**src/rtl/pc_pkg.sv**
```systemverilog
// pc_pkg: shared FSM type, default reset vector and alignment helper for the PC unit.
package pc_pkg;

    typedef enum logic [1:0] {BOOT, RUN, PEND} t_pc_state;

    localparam logic [63:0] DEFAULT_RESET_VECTOR = 64'h3000_0000;

    function automatic logic is_aligned(input logic [63:0] addr, input int unsigned align_bits);
        return (addr & ((64'd1 << align_bits) - 64'd1)) == 64'd0;
    endfunction

endpackage

```
**src/rtl/pc_redirect_buffer.sv**
```systemverilog
// pc_redirect_buffer: single-entry holding register for a redirect that arrives during a stall.
module pc_redirect_buffer #(
    parameter int DATA_WIDTH = 64
) (
    input  logic                  clk,
    input  logic                  arstn,
    input  logic                  load_i,
    input  logic                  clear_i,
    input  logic [DATA_WIDTH-1:0] data_i,
    output logic [DATA_WIDTH-1:0] data_o,
    output logic                  valid_o
);

    logic [DATA_WIDTH-1:0] data_q;
    logic                  valid_q;

    always_ff @(posedge clk) begin
        if (!arstn) begin
            data_q  <= '0;
            valid_q <= 1'b0;
        end else if (clear_i) begin
            valid_q <= 1'b0;
        end else if (load_i) begin
            data_q  <= data_i;
            valid_q <= 1'b1;
        end
    end

    assign data_o  = data_q;
    assign valid_o = valid_q;

endmodule

```
**src/rtl/pc_unit.sv**
```systemverilog
// pc_unit: fetch PC register with sequential advance, trap/redirect handling and stall-buffered redirects.
module pc_unit import pc_pkg::*; #(
    parameter int          DATA_WIDTH   = 64,
    parameter logic [63:0] RESET_VECTOR = DEFAULT_RESET_VECTOR,
    parameter int          INSTR_BYTES  = 4,
    parameter int          ALIGN_BITS   = 2
) (
    input  logic                  clk,
    input  logic                  arstn,
    input  logic                  i_stall,
    input  logic                  i_redirect_en,
    input  logic [DATA_WIDTH-1:0] i_redirect_pc,
    input  logic                  i_trap_en,
    input  logic [DATA_WIDTH-1:0] i_trap_pc,
    output logic [DATA_WIDTH-1:0] o_pc,
    output logic [DATA_WIDTH-1:0] o_pc_plus,
    output logic                  o_pc_valid,
    output logic                  o_misaligned,
    output logic                  o_pending
);

    localparam logic [DATA_WIDTH-1:0] RST_PC     = RESET_VECTOR[DATA_WIDTH-1:0];
    localparam logic [DATA_WIDTH-1:0] STEP       = DATA_WIDTH'(INSTR_BYTES);
    localparam logic [DATA_WIDTH-1:0] ALIGN_MASK = DATA_WIDTH'((64'd1 << ALIGN_BITS) - 64'd1);

    t_pc_state             state_q, state_d;
    logic [DATA_WIDTH-1:0] pc_q, pc_d, buf_pc;
    logic                  mis_q, mis_d, buf_load, buf_clear, aligned, redir_ok;

    assign aligned  = is_aligned(64'(i_redirect_pc), ALIGN_BITS);
    assign redir_ok = i_redirect_en && aligned;

    // Trap beats redirect beats stall beats increment; BOOT ignores all inputs.
    always_comb begin
        state_d   = state_q;
        pc_d      = pc_q;
        mis_d     = 1'b0;
        buf_load  = 1'b0;
        buf_clear = 1'b0;
        if (state_q == BOOT) begin
            state_d = RUN;
        end else if (i_trap_en) begin
            pc_d      = i_trap_pc & ~ALIGN_MASK;
            state_d   = RUN;
            buf_clear = 1'b1;
        end else begin
            mis_d = i_redirect_en && !aligned;
            if (redir_ok && i_stall) begin
                buf_load = 1'b1;
                state_d  = PEND;
            end else if (redir_ok) begin
                pc_d      = i_redirect_pc;
                state_d   = RUN;
                buf_clear = 1'b1;
            end else if (!i_stall) begin
                pc_d      = (state_q == PEND) ? buf_pc : o_pc_plus;
                state_d   = RUN;
                buf_clear = 1'b1;
            end
        end
    end

    always_ff @(posedge clk) begin
        if (!arstn) begin
            state_q <= BOOT;
            pc_q    <= RST_PC;
            mis_q   <= 1'b0;
        end else begin
            state_q <= state_d;
            pc_q    <= pc_d;
            mis_q   <= mis_d;
        end
    end

    pc_redirect_buffer #(.DATA_WIDTH(DATA_WIDTH)) u_buf (
        .clk    (clk),
        .arstn  (arstn),
        .load_i (buf_load),
        .clear_i(buf_clear),
        .data_i (i_redirect_pc),
        .data_o (buf_pc),
        .valid_o(o_pending)
    );

    assign o_pc         = pc_q;
    assign o_pc_plus    = pc_q + STEP;
    assign o_pc_valid   = state_q != BOOT;
    assign o_misaligned = mis_q;

endmodule

```
**config.mk**
```make
export PLATFORM = sky130hd
export DESIGN_NAME = pc_unit
export DESIGN_NICKNAME = d
export VERILOG_FILES = /design/src/rtl/pc_pkg.sv /design/src/rtl/pc_redirect_buffer.sv /design/src/rtl/pc_unit.sv
export SDC_FILE = /design/constraint.sdc
export NUM_CORES = 1
export LEC_CHECK = 0
export BUFFER_PORTS_ARGS = -buffer_cell sky130_fd_sc_hd__clkbuf_2
export CORE_UTILIZATION = 52
export DETAILED_ROUTE_END_ITERATION = 16
export GPL_TIMING_DRIVEN = 0
export PLACE_DENSITY_LB_ADDON = 0.08
export SETUP_SLACK_MARGIN = 0.5
export SYNTH_ARGS = -nofsm -noshare
export SYNTH_HDL_FRONTEND = slang
export SYNTH_SLANG_ARGS = --single-unit
```
**constraint.sdc**
```tcl
create_clock -name clk -period 2.4 [get_ports clk]
set_input_delay 0.24 -clock clk [delete_from_list [all_inputs] [get_ports clk]]
set_output_delay 0.24 -clock clk [all_outputs]
set_load 0.1 [all_outputs]
```
==> results.toml, run 1 <==
[global_routing]
grt_pass1_vias = 14800
overflow = 3
track_usage = 0.760
grt_pass1_wl_um = 92400
grt_max_degree = 17

[logic_synthesis]
synth_nets = 1291
avgSynthCellArea_um2 = 7.26
ys_top_cells_by_area = "dfxtp_1, nand2_1, o21ai_0"
ys_seq_elements = 132
synthDistinctLibCells = 67
synthCells = 1157
yosysTopAreaCellShare = 0.315
yosysWarnings = 0
synth_edf_count = 0
ys_seq_area_frac = 0.315
synthArstFlopShare = 0
syn_area_mm2 = 0.00840
synthFlopType = "dfxtp_1"
synth_area_leader_cell = "dfxtp_1"

[die]
ios = 264
start_util = 0.531
row_count = 46
die_h_um = 129
die_w_um = 129

[clock_tree]
cts_root_buf = "clkbuf_16"
htreeDepth = 4
cts.sinks = 132
clockBufferDepth = 2
cts_made_buffers = 17

[outcome]
haltStage = "global routing (5_1_grt)"
status = "did not finish"
firstError = "[ERROR GRT-0116] Global routing finished with congestion. Check the congestion regions in the DRC Viewer."

[placed_design]
dpl.hpwl_um = 29300
pre_cts_slack_ns = -0.960
port_buffers = 259
gp_congestion = 1.01
## metrics by stage
stage	instances	cell area (µm²)	hold slack (ns)
CTS	1802	15100	0.0403
floorplan	1157	10100	0.376
global placement	1632	11700	0.438
detailed placement	1632	11700	0.442
## kinds of logic after synthesis
group	Yosys count	synth area share
AND/OR/NAND/NOR	492	0.284
AO/OA/AOI/OAI	348	0.278
flip-flops	132	0.315
buffers and inverters	123	0.0572
XOR/XNOR	59	0.0615
multiplexers	2	0.00238
adder cells (fa/ha/maj)	1	0.00149
## routing by layer
layer | global-route usage | GRT overflow
met4 | 0.715 | 2
met3 | 0.632 | 0
met1 | 0.774 | 1
met2 | 0.918 | 0
met5 | 0.247 | 0
## what timing repair did
| item | 4_1_cts |
|---|---|
| hold buffers | 0 |
| gates resized for setup | 374 |
| buffers inserted | 138 |
| endpoints found under the setup margin | 190 |
| pin swaps | 112 |
## synth_stat cells (4+ instances only)
cell type / instances
o211a_1: 4
clkbuf_1: 73
o2bb2ai_1: 13
a2bb2oi_1: 15
a31oi_1: 7
o221ai_1: 12
and4_1: 6
o221a_2: 4
a21o_1: 7
nand3_1: 49
nor4_1: 13
xnor2_1: 41
a21boi_0: 38
or3_1: 10
xor2_1: 18
o211ai_1: 25
a21oi_1: 68
nand4_1: 30
nand2_1: 210
nor3_1: 36
dfxtp_1: 132
buf_1: 7
inv_1: 30
buf_2: 6
o21ai_0: 90
nor2_1: 83
and2_1: 5
o31ai_1: 8
a22o_1: 6
a211oi_1: 9
a221oi_1: 18
and3_1: 18
==> inputs of run 2 (changes only) <==
--- a/config.mk
+++ b/config.mk
@@ -6,11 +6,10 @@
 export NUM_CORES = 1
 export LEC_CHECK = 0
 export BUFFER_PORTS_ARGS = -buffer_cell sky130_fd_sc_hd__clkbuf_2
-export CORE_UTILIZATION = 52
+export CORE_UTILIZATION = 40
 export DETAILED_ROUTE_END_ITERATION = 16
 export GPL_TIMING_DRIVEN = 0
-export PLACE_DENSITY_LB_ADDON = 0.08
-export SETUP_SLACK_MARGIN = 0.5
+export PLACE_DENSITY_LB_ADDON = 0.15
 export SYNTH_ARGS = -nofsm -noshare
 export SYNTH_HDL_FRONTEND = slang
 export SYNTH_SLANG_ARGS = --single-unit
==> results.toml, run 2 <==
[critical_path]
slowest_stage = "dfxtp_4"
crit_required_ns = 2.16
critPathMaxStageDelay_ns = 0.38
crit_path_end_kind = "output pin"
critical_path.cell_chain = "buf_12, nand4_4, nor4_4, buf_6, nand4_1, buf_4, or3_4, xnor2_4, clkbuf_16"
crit_path_max_fanout = 5
start_kind = "register"
critPathArrivalTime_ns = 2.64
worst-setup-path-type = "reg -> out"

[route]
routed_via_density = 6.48
drt_first_iter_violations = 1787
routed_wl_um = 46800
drc = 0
ant_nets = 0
wire_per_inst_um = 24.8
firstDrtPassIters = 8
num_vias = 12300

[placed_design]
dp_cells = 1686
dpl.hpwl_um = 30300
gp_congestion = 0.965
port_buffers = 259

[logic_synthesis]
syn_area_mm2 = 0.00840
synthFlopType = "dfxtp_1"
synth_most_common_cell = "nand2_1"
synth_area_leader_cell = "dfxtp_1"
ys_seq_area_frac = 0.315
synthTopCellsByCount = "nand2_1, dfxtp_1, o21ai_0, nor2_1, clkbuf_1"
synth_nets = 1291
synthCells = 1157
ys_seq_elements = 132
yosysTopAreaCellShare = 0.315
synthDistinctLibCells = 67
ys_top_cells_by_area = "dfxtp_1, nand2_1, o21ai_0"
yosysWarnings = 0
synthArstFlopShare = 0
synth_edf_count = 0
avgSynthCellArea_um2 = 7.26

[clock_tree]
cts_tree = "done"
htreeDepth = 4
path_clk_slew_ns = 0.06
cts.sinks = 132
cts_made_buffers = 17
clock_latency_ns = 0.45
clockBufferDepth = 2
cts_root_buf = "clkbuf_16"

[sta]
tns_ns = -15.03
rsz0062_at_grt = "yes"
slew_headroom = 0.362
period_needed_ns = 2.88
timing.fmax_ghz = 0.347
setup_viol = 51
worst_slack_ns = -0.480
tightest_slew_ns = 0.957
finalHoldViolations = 0
drv_slew = 0
fin_crit_sh = 1.20
skew_ns = 0.00792

[pwr]
p_leak_nw = 6.45
p_int_mw = 4.77
seqPwrFrac = 0.307
clkPwrFrac = 0.351
p_total_mw = 7.86
power_density_mw_per_mm2 = 520
ir_drop_v = 0.000600
p_sw_frac = 0.393
power.switching_mw = 3.09
comb_power_share = 0.341

[run]
cap_violations = 0

[die]
die_h_um = 147
ios = 264
dieArea_mm2 = 0.0216
core_mm2 = 0.0204
die_w_um = 147
row_count = 52
start_util = 0.411

[global_routing]
grt_max_degree = 17
antenna_found_initial = 3
grt_pass1_wl_um = 66900
grt_pass1_vias = 11200
track_usage = 0.418
overflow = 0

[final_layout]
mostFrequentLayoutCell = "clkbuf_2"
final_cell_mix = "clkbuf_2, nand2_1, buf_4"
final.fill_count = 1483
drive_above_1_share = 0.450
fin_nets = 1741
area_growth_pct = 80.1
instances_no_fill = 1891

[hold_path]
holdCritPathClass = "in -> reg"

[outcome]
violations = "negative setup slack"
status = "complete, but fails checks"
[run 2: cell counts after synthesis]
No cell type changed its count.
[run 2: power groups by stage]
| stage | clock network [mW] | logic (mW) | registers, mW |
|---|---|---|---|
| after global routing | 2.84 | 2.74 | 2.43 |
| after floorplan | 0 | 1.18 | 2.97 |
| final | 2.76 | 2.68 | 2.42 |
| after global placement | 0 | 2.20 | 2.48 |
| after detailed placement | 0 | 2.21 | 2.48 |
| after CTS | 2.72 | 2.54 | 2.41 |
[run 2: cell type report]
| cell class | count | area [µm²] | area share |
|---|---|---|---|
| Sequential cell | 132 | 2840 | 0.188 |
| Tap cell | 270 | 338 | 0.0223 |
| Antenna cell | 1 | 2.50 | 0.000165 |
| Inverter | 32 | 121 | 0.00802 |
| Buffer | 79 | 374 | 0.0247 |
| Timing Repair Buffer | 443 | 3810 | 0.252 |
| Clock inverter | 9 | 96.3 | 0.00637 |
| Clock buffer | 23 | 510 | 0.0338 |
| Multi-Input combinational cell | 902 | 7040 | 0.465 |
[run 2: cells by family (layout without fill, tap and decap cells)]
group / after synthesis / after routing / synth area share
fa+ha+maj: 1 / 1 / 0.00149
mux: 2 / 2 / 0.00238
xor+xnor: 59 / 59 / 0.0615
flops: 132 / 132 / 0.315
simple gates: 492 / 492 / 0.284
buf+inv: 123 / 586 / 0.0572
compound gates: 348 / 348 / 0.278
other cells: 0 / 1 / 0
[run 2: worst paths after layout]
path | from | end | slack [ns] | depth (start not counted)
max | o_pc[3] | o_pc_plus[57] | -0.48 | 9
min reg2reg | u_buf.data_o[8] | u_buf.data_o[8] | 0.45 | 2
max reg2reg | o_pc[3] | o_pc[43] | -0.24 | 11
min | i_redirect_pc[2] | u_buf.data_o[2] | 0.03 | 3
[run 2: metrics by stage]
step / utilization / setup slack [ns] / hold slack (ns) / cell area (µm²)
floorplan: - / -0.402 / 0.376 / 9970
global placement: 0.568 / -0.900 / 0.439 / 11600
detailed placement: 0.568 / -0.956 / 0.447 / 11600
CTS: 0.702 / -0.452 / 0.0370 / 14300
global route: 0.740 / -0.529 / 0.0352 / 15100
finish: 0.740 / -0.480 / 0.0338 / 15100
[run 2: repair_timing]
action | 4_1_cts | 5_1_grt
endpoints found under the hold margin | 0 | 0
buffers inserted | 111 | 77
pin swaps | 73 | 58
gates resized for setup | 241 | 97
setup endpoints to repair | 124 | 153
hold buffers | 0 | 0
[run 2: critical path, delay by kind of cell, from the launching register on]
family	cells	cell delay (ns)
flip-flops	1	0.38
buffers and inverters	4	0.68
AND/OR/NAND/NOR	4	0.95
XOR/XNOR	1	0.18
[run 2: routing by layer]
| layer | up-vias | wire [µm] | GRT usage |
|---|---|---|---|
| met5 | - | 129 | 0 |
| met4 | 6 | 3320 | 0.264 |
| met3 | 308 | 7080 | 0.141 |
| met2 | 1165 | 20100 | 0.622 |
| met1 | 5669 | 16200 | 0.518 |
| li1 | 5104 | - | - |
Power figures use the tool's default switching activity.
